$ cat config.mk
export PLATFORM = sky130hd
export DESIGN_NAME = display_refresh_ctrl
export DESIGN_NICKNAME = d
export VERILOG_FILES = /design/src/rtl/hpdl_pkg.sv /design/src/rtl/tick_gen.sv /design/src/rtl/display_refresh_ctrl.sv
export SDC_FILE = /design/constraint.sdc
export NUM_CORES = 1
export LEC_CHECK = 0
export ABC_AREA = 0
export ABC_CLOCK_PERIOD_IN_PS = 3100
export CORE_AREA = 4 4 88 90
export CTS_CLUSTER_SIZE = 28
export DETAILED_ROUTE_END_ITERATION = 12
export DIE_AREA = 0 0 92 94
export PLACE_DENSITY = 0.63
export SLEW_MARGIN = 20
export SYNTH_ARGS = -nofsm -noshare
export SYNTH_HDL_FRONTEND = slang
export SYNTH_SLANG_ARGS = --single-unit
$ cat constraint.sdc
create_clock -name i_clk -period 3.1 [get_ports i_clk]
set_clock_uncertainty 0.1 [all_clocks]
set_input_delay 0.93 -clock i_clk [delete_from_list [all_inputs] [get_ports i_clk]]
set_output_delay 0.93 -clock i_clk [all_outputs]
set_load 0.005 [all_outputs]
$ cat src/rtl/hpdl_pkg.sv
// Shared types and constants for the HPDL1414 refresh controller.
// Holds the FSM encoding and the character filter.
package hpdl_pkg;

  typedef enum logic [2:0] {
    S_IDLE,
    S_READ,
    S_LATCH,
    S_SETUP,
    S_PULSE,
    S_HOLD,
    S_NEXT
  } state_e;

  localparam int         NUM_CHARS  = 16;
  localparam logic [7:0] CHAR_MIN   = 8'h20;
  localparam logic [7:0] CHAR_MAX   = 8'h5F;
  localparam logic [7:0] CHAR_BLANK = 8'h20;

  // Bytes outside the displayable range are shown as a blank.
  function automatic logic [6:0] char_filter(input logic [7:0] b);
    logic [6:0] r;
    r = CHAR_BLANK[6:0];
    if (b >= CHAR_MIN && b <= CHAR_MAX)
      r = b[6:0];
    return r;
  endfunction

endpackage

$ cat src/rtl/tick_gen.sv
// Free-running prescaler: one-cycle tick every DIV clocks.
// Counts 0..DIV-1 and wraps; ticks on the last count.
module tick_gen #(
  parameter int DIV = 2
) (
  input  logic i_clk,
  input  logic i_rst,
  output logic o_tick
);

  localparam int         W    = (DIV > 1) ? $clog2(DIV) : 1;
  localparam logic [W-1:0] LAST = W'(DIV - 1);

  logic [W-1:0] cnt_q;
  logic [W-1:0] cnt_d;

  assign o_tick = (cnt_q == LAST);
  assign cnt_d  = o_tick ? '0 : cnt_q + 1'b1;

  always_ff @(posedge i_clk or posedge i_rst) begin
    if (i_rst) cnt_q <= '0;
    else       cnt_q <= cnt_d;
  end

endmodule

$ cat src/rtl/display_refresh_ctrl.sv
// Refreshes four HPDL1414 chips (16 chars) from a small buffer,
// one character per WR cycle, plus a caret blink strobe.
module display_refresh_ctrl
  import hpdl_pkg::*;
#(
  parameter int REFRESH_DIV = 50000,
  parameter int BLINK_DIV   = 12500000,
  parameter int WR_SETUP    = 2,
  parameter int WR_PULSE    = 4,
  parameter int WR_HOLD     = 2
) (
  input  logic       i_clk,
  input  logic       i_rst,
  input  logic       i_enable,
  output logic       o_mem_read_enable,
  output logic [3:0] o_mem_read_address,
  input  logic [7:0] i_mem_read_data,
  output logic       o_caret_strobe,
  output logic [6:0] o_disp_data,
  output logic [1:0] o_disp_addr,
  output logic [3:0] o_disp_wr_n,
  output logic       o_busy,
  output logic       o_frame_done
);

  localparam int PMAX_A = (WR_SETUP > WR_PULSE) ? WR_SETUP : WR_PULSE;
  localparam int PMAX   = (PMAX_A > WR_HOLD) ? PMAX_A : WR_HOLD;
  localparam int PW     = $clog2(PMAX + 1);

  localparam logic [PW-1:0] LD_SETUP = PW'(WR_SETUP - 1);
  localparam logic [PW-1:0] LD_PULSE = PW'(WR_PULSE - 1);
  localparam logic [PW-1:0] LD_HOLD  = PW'(WR_HOLD - 1);
  localparam logic [3:0]    LAST_IDX = 4'(NUM_CHARS - 1);

  logic ref_tick;
  logic blink_tick;

  tick_gen #(.DIV(REFRESH_DIV)) u_ref (
    .i_clk  (i_clk),
    .i_rst  (i_rst),
    .o_tick (ref_tick)
  );

  tick_gen #(.DIV(BLINK_DIV)) u_blink (
    .i_clk  (i_clk),
    .i_rst  (i_rst),
    .o_tick (blink_tick)
  );

  state_e        state_q, state_d;
  logic [3:0]    idx_q, idx_d;
  logic [PW-1:0] ph_q, ph_d;
  logic [6:0]    data_q, data_d;
  logic [1:0]    addr_q, addr_d;
  logic [1:0]    chip_q, chip_d;
  logic          caret_q;

  always_ff @(posedge i_clk or posedge i_rst) begin
    if (i_rst) begin
      state_q <= S_IDLE;
      idx_q   <= '0;
      ph_q    <= '0;
      data_q  <= '0;
      addr_q  <= '0;
      chip_q  <= '0;
      caret_q <= 1'b1;
    end else begin
      state_q <= state_d;
      idx_q   <= idx_d;
      ph_q    <= ph_d;
      data_q  <= data_d;
      addr_q  <= addr_d;
      chip_q  <= chip_d;
      if (blink_tick) caret_q <= ~caret_q;
    end
  end

  always_comb begin
    state_d           = state_q;
    idx_d             = idx_q;
    ph_d              = ph_q;
    data_d            = data_q;
    addr_d            = addr_q;
    chip_d            = chip_q;
    o_mem_read_enable = 1'b0;
    o_disp_wr_n       = 4'hF;
    o_busy            = (state_q != S_IDLE);
    o_frame_done      = 1'b0;
    unique case (state_q)
      S_IDLE: begin
        if (ref_tick && i_enable) begin
          idx_d   = '0;
          state_d = S_READ;
        end
      end
      S_READ: begin
        o_mem_read_enable = 1'b1;
        state_d           = S_LATCH;
      end
      S_LATCH: begin
        data_d  = char_filter(i_mem_read_data);
        addr_d  = ~idx_q[1:0];
        chip_d  = idx_q[3:2];
        ph_d    = LD_SETUP;
        state_d = S_SETUP;
      end
      S_SETUP: begin
        if (ph_q == '0) begin
          ph_d    = LD_PULSE;
          state_d = S_PULSE;
        end else begin
          ph_d = ph_q - 1'b1;
        end
      end
      S_PULSE: begin
        o_disp_wr_n[chip_q] = 1'b0;
        if (ph_q == '0) begin
          ph_d    = LD_HOLD;
          state_d = S_HOLD;
        end else begin
          ph_d = ph_q - 1'b1;
        end
      end
      S_HOLD: begin
        if (ph_q == '0) state_d = S_NEXT;
        else            ph_d    = ph_q - 1'b1;
      end
      S_NEXT: begin
        if (idx_q == LAST_IDX) begin
          o_frame_done = 1'b1;
          o_busy       = 1'b0;
          state_d      = S_IDLE;
        end else if (i_enable) begin
          idx_d   = idx_q + 1'b1;
          state_d = S_READ;
        end else begin
          o_busy  = 1'b0;
          state_d = S_IDLE;
        end
      end
      default: state_d = S_IDLE;
    endcase
  end

  assign o_mem_read_address = idx_q;
  assign o_disp_data        = data_q;
  assign o_disp_addr        = addr_q;
  assign o_caret_strobe     = caret_q;

endmodule

; ---- Word-level counts from Yosys, hierarchy flattened
; Cells that the tools add are included.
[word_totals]
reg_bits = 62
inputBits = 11
out_inout_bits = 21
wordCells = 74
[classes]
n_addsub = 4
order_cmp = 4
eq_ne = 16
n_mux = 27
n_bitwise = 3
reduce_logical = 11
[ops]
columns = cell, count
row1 = $add A24 B1 Y24 const B, 1
row2 = $eq A24 B24 Y1 const B, 1
row3 = $mux W24, 1
row4 = $mux W3, 7
row5 = $pmux W3 S7, 1
row6 = $add A16 B1 Y16 const B, 1
row7 = $eq A16 B16 Y1 const B, 1
row8 = $mux W16, 1
row9 = $mux W4, 4
row10 = $ne A2 B2 Y1 const B, 7
row11 = $pmux W3 S4, 1
row12 = $eq A3 B3 Y1 const B, 3
row13 = $mux W1, 9
row14 = $ge A8 B6 Y1 const B, 1
row15 = $le A8 B7 Y1 const B, 1
row16 = $pmux W4 S2, 1
row17 = $reduce_and A4 Y1, 2
row18 = $mux W7, 1
row19 = $eq A3 B2 Y1 const B, 2
row20 = $logic_not A3 Y1, 2
row21 = $add A4 B1 Y4 const B, 1
row22 = $eq A4 B4 Y1 const B, 1
row23 = $not A4 Y4, 1
row24 = $reduce_bool A4 Y1, 1
row25 = 11 further kinds, 13

; ---- Logic depth before layout (Yosys ltp)
; Gate-level depths: netlist of run 1.
[depth]
depth_word = 6
mapped_depth = 7
mapped_depth_nobuf = 7

; ---- By module
; From an unflattened synthesis of run 1, not the netlist that was laid out.
[unflattened]
cells_unflattened = 325
area_unflattened_um2 = 3209.3
[modules_own_cells]
columns = module, n_inst, cells_each, area_per_inst_um2, seq_area_each_um2
row1 = tick_gen (u_blink), 1, 121, 1227.4, 600.6
row2 = display_refresh_ctrl, 1, 136, 1224.9, 551.8
row3 = tick_gen (u_ref), 1, 68, 757.0, 400.4

; ---- Worst setup path after synthesis of run 1
; OpenSTA, ideal clock, no wires.
[synth_path]
kind = input to output
start = input port i_enable
end = output port o_busy
arrival_time_ps = 1364
required_time_ps = 2070
slack_ps = 706
stages = 3
path_buffers = 1
path_cell_list = clkbuf_1 a21oi_1 o21bai_1
[synth_via]
elab_chain_cells = 3
[synth_rtl]
columns = element, line
row1 = start: declaration, display_refresh_ctrl.sv:14  ; input logic i_enable,
row2 = $mux W1, display_refresh_ctrl.sv:133  ; end else if (i_enable) begin
row3 = $mux W1, display_refresh_ctrl.sv:129  ; if (idx_q == LAST_IDX) begin
row4 = $mux W1, display_refresh_ctrl.sv:89  ; unique case (state_q)
row5 = end: declaration, display_refresh_ctrl.sv:22  ; output logic o_busy,
; Every way passes these cells.

; ---- Worst setup path after layout of run 1
; Ends and elaborated chain as after synthesis.

==> results of run 1 <==
state kept, by name, indices dropped and copies added, names as in the netlist:
name / flops
u_blink.cnt_q: 24
u_ref.cnt_q: 16
o_disp_data: 7
o_mem_read_address: 4
ph_q: 3
state_q: 3
chip_q: 2
o_disp_addr: 2
o_caret_strobe: 1
logic make-up after synthesis:
| kind of cell | share of synthesized area [%] |
|---|---|
| xor gates and xnor gates | 10.0 |
| adders and majority gates | 2.45 |
| DFF | 50.7 |
| AOI/OAI and AO/OA | 7.10 |
| buffers and inverters | 2.08 |
| and+or+nand+nor | 26.4 |
| muxes | 1.31 |
routing by layer:
layer	global-route usage (%)	vias up	wire, um
met4	7.18	0	138
met3	4.97	14	321
met2	25.0	52	2720
met1	21.4	1103	2950
met5	0	-	0
li1	-	1163	-
cell usage in the layout, fill, tap and decap left out, drive strengths merged, types with 2 or more instances in the layout:
cell type / instances
or2: 2
and3: 8
nor3: 11
nand2b: 6
clkbuf: 9
xor2: 10
or4: 2
nor2: 29
a22o: 2
a22oi: 2
o21ai: 14
dfrtp: 61
mux2i: 4
and2b: 2
nand4: 8
clkinv: 2
bufinv: 3
xnor2: 25
buf: 10
nand3: 21
a21oi: 3
nand2: 45
and4: 5
nor2b: 5
nor4: 4
clkinvlp: 2
inv: 6
ha: 6
clkdlybuf4s50: 30
a31oi: 4
metrics by stage:
step           util (%)  power, mW  setup WS, ns  hold WS [ns]
2_1_floorplan         -       1.42         0.530         0.344
3_3_place_gp       50.1       1.75        -0.100         0.364
3_5_place_dp       50.1       1.76        -0.106         0.369
4_1_cts            53.5       2.64         0.155         0.385
5_1_grt            53.5       2.79        0.0664         0.398
6_report           53.5       2.61         0.167         0.377
worst reg2reg max path, delay by kind of cell (launching register included):
| family | cells | cell delay (ns) |
|---|---|---|
| xor+xnor | 1 | 0.15 |
| fa+ha+maj | 1 | 0.25 |
| buf+inv | 1 | 0.26 |
| flops | 1 | 0.39 |
| simple gates | 3 | 1.11 |
area by class of cell:
cell class                 instances  area (sq um)  area share [%]
clock buffer                       9           124            3.28
inverter                           6          22.5           0.596
sequential                        62          1550            41.1
timing repair buffer              41           384            10.2
tap                               99           124            3.28
multi-input combinational        232          1450            38.3
clock inverter                     7           123            3.25
power by group:
part           internal (mW)  leakage (nW)  switching (mW)
clock                  0.536         0.116           0.340
combinational          0.366         0.764           0.366
sequential             0.922         0.808          0.0843
total                   1.82          1.69           0.790
repair_timing:
action / 4_1_cts / 5_1_grt
setup endpoints to repair: 1 / 0
buffers inserted: 0 / 0
resized for setup: 1 / 0
worst max-delay path by stage:
stage,cells after the start,to,slack (ns),start
5_1_grt,4,o_frame_done,0.07,o_mem_read_address[0]$_DFFE_PP0P_
4_1_cts,4,o_busy,0.16,i_enable
6_report,4,o_busy,0.17,i_enable
3_3_place_gp,4,o_busy,-0.10,i_enable
3_5_place_dp,4,o_busy,-0.11,i_enable
2_1_floorplan,1,chip_q[0]$_DFFE_PP0P_,0.53,i_rst
==> reports/summary.log, run 1 <==
qor: placed_design.place_inst 440
qor: placed_design.placed_area 3530 sq um
qor: sta.setup_violations 0
qor: routing.num_vias 2332
qor: flow_run.cap_violations 0
qor: floorplanning.die_height 94 um
qor: synthesis.number_of_enable_flip_flop_cells_after_synthesis 0
qor: clock_network.clk_root_buffer_cell clkbuf_8
qor: global_route.grt_antenna_before_repair 0
qor: sta.finalWorstPathRequiredPeriod 2.93 ns
qor: cells_and_area.diodes 0
qor: worst_setup_path.reg2reg_from u_blink.cnt_q[0]$_DFF_PP0_
qor: clock_network.clock_tree_from_tritoncts built
qor: worst_setup_path.setup.worst_path.end_class primary output
qor: sta.rsz0062_at_grt false
qor: clock_network.clkSinkCount 62
qor: floorplanning.placementRows 31
qor: synthesis.ys_seq_elements 62
qor: cells_and_area.syn_to_final_growth 23.3%
qor: floorplanning.die_width 92 um
qor: synthesis.syn_nets 324
qor: routing.routed_wire_length_per_instance 13.4 um
qor: cells_and_area.layout-drive-gt1-share 10.6%
qor: worst_setup_path.critical_path.cell_chain clkdlybuf4s50_1 -> a21oi_1 -> o21bai_1 -> dlygate4sd2_1
qor: routing.detail_route.drc_violations 0
qor: worst_setup_path.worst-setup-path-type primary input to primary output
qor: worst_setup_path.critical_path.slowest_cell clkdlybuf4s50_1
qor: worst_setup_path.worst_case_register_to_register_setup_slack 0.77 ns
qor: global_route.pin_count_of_the_biggest_net_entering_global_routing 24
qor: global_route.grtUsageTotal 16.3%
qor: clock_network.clk_latency 0.35 ns
qor: synthesis.count_of_yosys_warnings_during_synthesis 0
qor: worst_setup_path.cp.buffers_inverters 2
qor: cells_and_area.num-fill-cells 653
qor: synthesis.dominantRegCellSynth dfrtp_1
qor: cells_and_area.final_cell_count_no_fill 456
qor: routing.first_iter_violations 96
qor: worst_setup_path.timing.critical_path.arrival 1.90 ns
qor: min_path.whs_path_depth 1
qor: sta.max_slew_margin 67.3%
qor: routing.ant_nets 0
qor: synthesis.synthArstFlopShare 100%
qor: sta.timing.final.hold_violations 0
qor: synthesis.synth.cell_area 3070 sq um
qor: clock_network.clock_path_buffers 2
qor: worst_setup_path.critical_path.reg2reg.endpoint o_caret_strobe$_DFFE_PP1N_
qor: global_route.global_route_wire_length_before_repair 11.1 mm
qor: power.max-vdd-ir-drop 412 uV
qor: min_path.hold_path.class flip-flop to flip-flop
qor: min_path.worst_hold_path.endpoint u_ref.cnt_q[0]$_DFF_PP0_
qor: power.cellLeakagePower 1.69 nW
qor: global_route.grt.overflow.total 0
qor: worst_setup_path.worstSetupStartpointType primary input
qor: synthesis.most_common_library_cells_after_synthesis dfrtp_1, nand2_1, nor2_1, xnor2_1, nand3_1
qor: cells_and_area.design_area 3780 sq um
qor: sta.timing.setup.tns 0 ns
qor: worst_setup_path.worstRegToRegCells 6
qor: synthesis.yosysUniqueCellTypes 45
qor: cells_and_area.finish.net_count 369
qor: placed_design.placement.io_buffers 31
qor: status.status finished clean
qor: synthesis.post_synth_inst_count 307
qor: clock_network.cts_htree_levels 3
qor: floorplanning.ioPinCount 32
qor: sta.max_slew.worst_pin.slew 0.487 ns
qor: routing.wl 6.13 mm
qor: sta.fmaxAchievable 0.341 GHz
qor: floorplanning.initial_core_util 43.4%
qor: clock_network.holdBufCountCts 0
qor: worst_setup_path.worst_path_dominant_cell_family buffers and inverters
qor: global_route.first_global_vias 2440
qor: synthesis.synth_top_cells_by_area dfrtp_1, xnor2_1, nand2_1, nor2_1, nand3_1
qor: worst_setup_path.critical-path-max-stage-delay 0.50 ns
qor: floorplanning.floorplan.core_area 7060 sq um
qor: min_path.hold_path.startpoint u_ref.cnt_q[0]$_DFF_PP0_
qor: power.powerDensity 692 nW/um^2
qor: placed_design.gpl.final_weighted_congestion 0.832
qor: synthesis.synth_top_cell_area_share 49.8%
qor: routing.dr.pass1.iters 6
qor: sta.timing.final.max_slew_violations 0
qor: clock_network.clk_pin_slew_worst_paths 0.07 ns
qor: worst_setup_path.crit_required 2.07 ns
qor: synthesis.synth_seq_area_share 50.7%
qor: placed_design.half_perimeter_wire_length_of_the_detailed_placement_result 4.40 mm
qor: synthesis.synthMostInstantiatedCell dfrtp_1
qor: floorplanning.die_area 8650 sq um
qor: synthesis.synth_top_area_cell dfrtp_1
qor: sta.timing.final.crit_share 94.6%
qor: synthesis.avgSynthCellArea 9.99 sq um
qor: routing.vias_per_cell 5.11
qor: worst_setup_path.path_max_fanout 2
qor: clock_network.cts-buffers-inserted 9
Power figures use the tool's default switching activity.
==> run 2: changes to the inputs <==
--- a/config.mk
+++ b/config.mk
@@ -11,6 +11,7 @@
 export CTS_CLUSTER_SIZE = 28
 export DETAILED_ROUTE_END_ITERATION = 12
 export DIE_AREA = 0 0 92 94
+export HOLD_SLACK_MARGIN = 0.02
 export PLACE_DENSITY = 0.63
 export SLEW_MARGIN = 20
 export SYNTH_ARGS = -nofsm -noshare
==> results of run 2 <==
No change in the layout: final DEF, timing and power equal those of run 1.
